<file path="src/rtl/mux2_sel8_pkg.sv">
// Shared constants and helpers for the mux2_sel8 selector and its statistics counters.
package mux2_sel8_pkg;

  localparam int unsigned MUX2_WIDTH = 8;
  localparam int unsigned MUX2_CNT_W = 16;

  // All-ones value of a w-bit field, widened to 64 bits; callers cast it down.
  function automatic logic [63:0] sat_max(input int unsigned w);
    logic [63:0] r;
    if (w >= 32'd64) begin
      r = {64{1'b1}};
    end else begin
      r = (64'd1 << w) - 64'd1;
    end
    return r;
  endfunction

endpackage

</file>
<file path="src/rtl/mux2_sel8_sat_counter.sv">
// Saturating up-counter with asynchronous active-high clear; holds at all-ones.
module sat_counter
  import mux2_sel8_pkg::*;
#(
  parameter int unsigned W = MUX2_CNT_W
) (
  input  logic         clk,
  input  logic         reset,
  input  logic         inc,
  output logic [W-1:0] cnt
);

  localparam logic [W-1:0] CNT_MAX = W'(sat_max(W));

  logic [W-1:0] cnt_d;
  logic [W-1:0] cnt_q;

  // Next count: step only while below the ceiling.
  always_comb begin
    cnt_d = cnt_q;
    if (inc && (cnt_q != CNT_MAX)) begin
      cnt_d = cnt_q + W'(1);
    end else begin
      cnt_d = cnt_q;
    end
  end

  // Count register.
  always_ff @(posedge clk or posedge reset) begin
    if (reset) begin
      cnt_q <= {W{1'b0}};
    end else begin
      cnt_q <= cnt_d;
    end
  end

  assign cnt = cnt_q;

endmodule

</file>
<file path="src/rtl/mux2_sel8.sv">
// 2:1 byte selector with a registered copy of its output.
// Selection statistics are built only when MUX2_SEL8_STATS_EN is defined; otherwise they read 0.
module mux2_sel8
  import mux2_sel8_pkg::*;
#(
  parameter int unsigned WIDTH = MUX2_WIDTH,
  parameter int unsigned CNT_W = MUX2_CNT_W
) (
  input  logic             clk,
  input  logic             reset,
  input  logic             sel,
  input  logic [WIDTH-1:0] a,
  input  logic [WIDTH-1:0] b,
  output logic [WIDTH-1:0] dout,
  output logic [WIDTH-1:0] dout_q,
  output logic [CNT_W-1:0] sel_a_cnt,
  output logic [CNT_W-1:0] toggle_cnt
);

  logic [WIDTH-1:0] dout_reg_d;
  logic [WIDTH-1:0] dout_reg_q;

  // Whole-vector steer; the unselected bus never reaches the output.
  assign dout       = sel ? a : b;
  assign dout_reg_d = dout;

  // One-cycle registered copy of the mux output.
  always_ff @(posedge clk or posedge reset) begin
    if (reset) begin
      dout_reg_q <= {WIDTH{1'b0}};
    end else begin
      dout_reg_q <= dout_reg_d;
    end
  end

  assign dout_q = dout_reg_q;

`ifdef MUX2_SEL8_STATS_EN
  logic sel_prev_d;
  logic sel_prev_q;
  logic toggle_s;

  assign sel_prev_d = sel;
  // sel_prev clears to 0, so a first post-reset sample of 1 registers as a toggle.
  assign toggle_s   = (sel != sel_prev_q);

  // Previous sampled select, for change detection.
  always_ff @(posedge clk or posedge reset) begin
    if (reset) begin
      sel_prev_q <= 1'b0;
    end else begin
      sel_prev_q <= sel_prev_d;
    end
  end

  sat_counter #(.W(CNT_W)) u_sel_a_cnt (
    .clk   (clk),
    .reset (reset),
    .inc   (sel),
    .cnt   (sel_a_cnt)
  );

  sat_counter #(.W(CNT_W)) u_toggle_cnt (
    .clk   (clk),
    .reset (reset),
    .inc   (toggle_s),
    .cnt   (toggle_cnt)
  );
`else
  assign sel_a_cnt  = {CNT_W{1'b0}};
  assign toggle_cnt = {CNT_W{1'b0}};
`endif

endmodule

</file>
<file path="config.mk">
export PLATFORM = sky130hd
export DESIGN_NAME = mux2_sel8
export DESIGN_NICKNAME = d
export VERILOG_FILES = /design/src/rtl/mux2_sel8_pkg.sv /design/src/rtl/mux2_sel8_sat_counter.sv /design/src/rtl/mux2_sel8.sv
export SDC_FILE = /design/constraint.sdc
export NUM_CORES = 1
export LEC_CHECK = 0
export BUFFER_PORTS_ARGS = -buffer_cell sky130_fd_sc_hd__buf_2
export CAP_MARGIN = 20
export CORE_MARGIN = 1
export CORE_UTILIZATION = 32
export DETAILED_ROUTE_END_ITERATION = 8
export GPL_ROUTABILITY_DRIVEN = 1
export PLACE_DENSITY_LB_ADDON = 0.15
export SLEW_MARGIN = 30
export SYNTH_ARGS = -nofsm -noshare
export SYNTH_HDL_FRONTEND = slang
export SYNTH_SLANG_ARGS = --single-unit
</file>
<file path="constraint.sdc">
create_clock -name clk -period 0.8 [get_ports clk]
set_input_delay 0.08 -clock clk [delete_from_list [all_inputs] [get_ports clk]]
set_output_delay 0.08 -clock clk [all_outputs]
set_load 0.02 [all_outputs]
</file>
Yosys cells after proc, flatten, opt, wreduce, memory -nomap -nowiden
Cells that the tools add are included.
{ "op_classes": {"n_addsub": 0, "n_mul": 0, "div": 0, "n_lt_le_gt_ge": 0, "eq_ne": 0, "shifts": 0, "mux": 1, "n_bitwise": 0, "reduce_logical": 0} }
{ "op_table": {"columns": ["op", "n"], "rows": [
  ["two-way mux 8 bit", 1]
]} }
{ "totals": {"regBits": 8, "latchBits": 0, "mem_bits_rw": 0, "rom_bits": 0, "inputBits": 19, "output_inout_bits": 48, "word_cells": 2, "n_memories": 0} }

Depth between registers and ports, before layout
{ "logic_depth": {"word_depth": 1, "mapped_depth": 2, "depth_no_buf": 1} }

Worst setup path after synthesis
Ideal clock, no wire load.
{ "synth_path": {"path_type": "input port to flip-flop", "start": "in sel", "end": "reg dout_reg_q[0] (netlist: dout_q[0])", "setup_ps": 139, "t_arrival_ps": 546, "t_required_ps": 661, "path_slack_ps": 114, "path_stages": 2, "n_path_buf": 1, "cell_sequence": "buf_6 -> mux2_4"} }
{ "synth_between": {"elab_chain_cells": 1} }
{ "synth_lines": {"columns": ["element", "line_no", "rtl"], "rows": [
  ["from (decl)", "mux2_sel8.sv:11", "input logic sel,"],
  ["two-way mux 8 bit", "mux2_sel8.sv:24", "assign dout = sel ? a : b;"],
  ["net dout[0]", "mux2_sel8.sv:14", "output logic [WIDTH-1:0] dout,"],
  ["to (signal assigned)", "mux2_sel8.sv:30", "dout_reg_q <= {WIDTH{1'b0}};"],
  ["to (signal assigned)", "mux2_sel8.sv:32", "dout_reg_q <= dout_reg_d;"],
  ["to (decl)", "mux2_sel8.sv:21", "logic [WIDTH-1:0] dout_reg_q;"]
]} }
The timed path passes the listed nets, and every way through them passes these cells.

Worst setup path in the final report
{ "layout_path": {"start": "reg dout_reg_q[0] (netlist: dout_q[0])", "end": "out dout_q[0]"} }
{ "layout_lines": {"columns": ["element", "line_no", "rtl"], "rows": [
  ["to (decl)", "mux2_sel8.sv:15", "output logic [WIDTH-1:0] dout_q,"]
]} }
No word-level cell between the ends.

==> results.ini <==
[placed_design]
port_buffers = 34
dp_hpwl_um = 720
routabilityCongestion = 0.646
place_inst = 108
placed_area_sq_um = 646

[floorplan]
die_h_um = 44.5
core_region_area_sq_um = 1710
die_w_um = 44.5
start_util_pct = 33.9
dieArea_sq_um = 1980
rows = 15
io_pins = 67

[power]
p_int_w = 0.000770
finalPower_w = 0.00119
power_density_nw_per_um2 = 1620
netSwitchingFraction_pct = 35.3
max-vdd-ir-drop_mv = 0.466
leakage_nw = 0.439
power_switching_w = 0.000421
pwr-share-clk_pct = 25.1
seq_power_share_pct = 37.8
power_frac_comb_pct = 37.1

[logic_synthesis]
syn_area_sq_um = 579
yosys_register_bits = 8
seq_area_frac_synth_pct = 34.6
synth_top_area_share_pct = 41.5
yosysWarnings = 0
synthCells = 51
synthTopCellsByArea = buf_4 41%, dfrtp_1 35%, mux2_4 21%
ys_types = 6
avgSynthCellArea_sq_um = 11.4
yosysTopAreaCell = buf_4

[grt]
gr-usage-met1_pct = 6.63
antenna_found_initial = 0
use_met3_pct = 5.31
gr-usage-met2_pct = 14.7
grt-busiest-layer = met2
overflow = 0
grt_pass1_wl_um = 1110
grt_max_degree = 9
track_usage_pct = 8.31
grt_pass1_vias = 269

[cells_and_area]
final_cells = 112
layout_common_cells = 32 x conb_1, 25 x buf_2, 9 x buf_6
syn_to_final_growth_pct = 26.8
antenna_cells = 0
stdcell_area_sq_um = 734
drive_gt1_share_pct = 51.7
final_common_cell = conb_1
largest_reg_flops = 8
final_nets = 108

[sta]
finalWorstSetupSlack_ns = -0.0311
fmax_mhz = 1200
period_share_pct = 104
hold_violations = 0
fin_crit_ns = 0.831
hold_ws_ns = 0.0699
setup_viol = 8
drv_slew = 0
rsz0062_at_grt = yes

[drt]
wl_per_cell_um = 7.87
drtPass1Iterations = 6
ant_nets = 0
num_vias = 372
drc = 0
viasPerCell = 3.32
wl_um = 881
initialDrtViolationCount = 8

[setup_path]
crit_buf_inv = 1
end_kind = output port
slowest_delay_ns = 0.37
crit_fanout = 1
path_cells = buf_6
required_ns = 0.72
path_class = flip-flop to output port
cp_top_family = flip-flops
worstPathArrival_ns = 0.75
crit_slowest_cell = dfrtp_1
start_kind = flip-flop

[clock_network]
clockBufferDepth = 2
htreeDepth = 1
clock-sinks = 8
cts_tree = built
clk_pin_slew_ns = 0.05
cts-root-buf = clkbuf_4
numCtsBuffers = 3

[status]
violations = setup timing
status = finished, violations left

[worst_hold_path]
hold_path.class = input port to flip-flop

[job]
cap_violations = 0

-- kinds of logic after synthesis --
logic type             share of synthesized area, %
buffers and inverters                          44.1
muxes                                          20.7
other                                         0.647
DFF                                            34.6
-- cell usage after synthesis --
cell and n:
buf_4 32, dfrtp_1 8, mux2_4 8, buf_6 1
conb_1 1, inv_1 1
-- through the flow --
stage                     utilization [%]  setup slack, ns  TNS [ns]
after CTS                            43.0          -0.0414    -0.293
after detailed placement             37.8           -0.105    -0.806
after global placement               37.8           -0.106    -0.789
final                                43.0          -0.0311    -0.210
after floorplan                         -            0.114         0
after global routing                 43.0          -0.0675    -0.472
-- layout make-up --
class                           instances  area, sq um
Tap cell                               25         31.3
Inverter                                1         3.75
Timing Repair Buffer                   35          236
Clock buffer                            3         22.5
Fill cell                             171          973
Sequential cell                         8          200
Multi-Input combinational cell         40          240
-- timing repair --
item / 4_1_cts / 5_1_grt
resized for setup: 18 / 0
endpoints found under the hold margin: 8 / 0
hold buffers: 1 / 0
buffers inserted: 0 / 0
setup endpoints to repair: 16 / 8
-- worst paths after layout --
kind                           start   endpoint  slack [ns]  cells past startpoint
worst min-delay path            a[0]  dout_q[0]        0.07                      2
max in group asynchronous      reset  dout_q[6]        0.26                      3
min in group asynchronous      reset  dout_q[0]        0.32                      3
worst max-delay path       dout_q[0]  dout_q[0]       -0.03                      1
-- per-layer routing --
metal | routed length [um] | vias up
met5 | 0 | -
met3 | 118 | 2
li1 | - | 166
met1 | 319 | 168
met4 | 4 | 0
met2 | 439 | 36
-- power by group through the flow --
stage,Sequential [W],Clock (W),Combinational (W)
after global placement,0.000449,0,0.000398
after CTS,0.000449,0.000319,0.000440
after floorplan,0.000492,0,0.000374
after detailed placement,0.000448,0,0.000398
after global routing,0.000452,0.000341,0.000470
final,0.000450,0.000298,0.000442
Note: power is estimated with default switching activity, not from simulation.
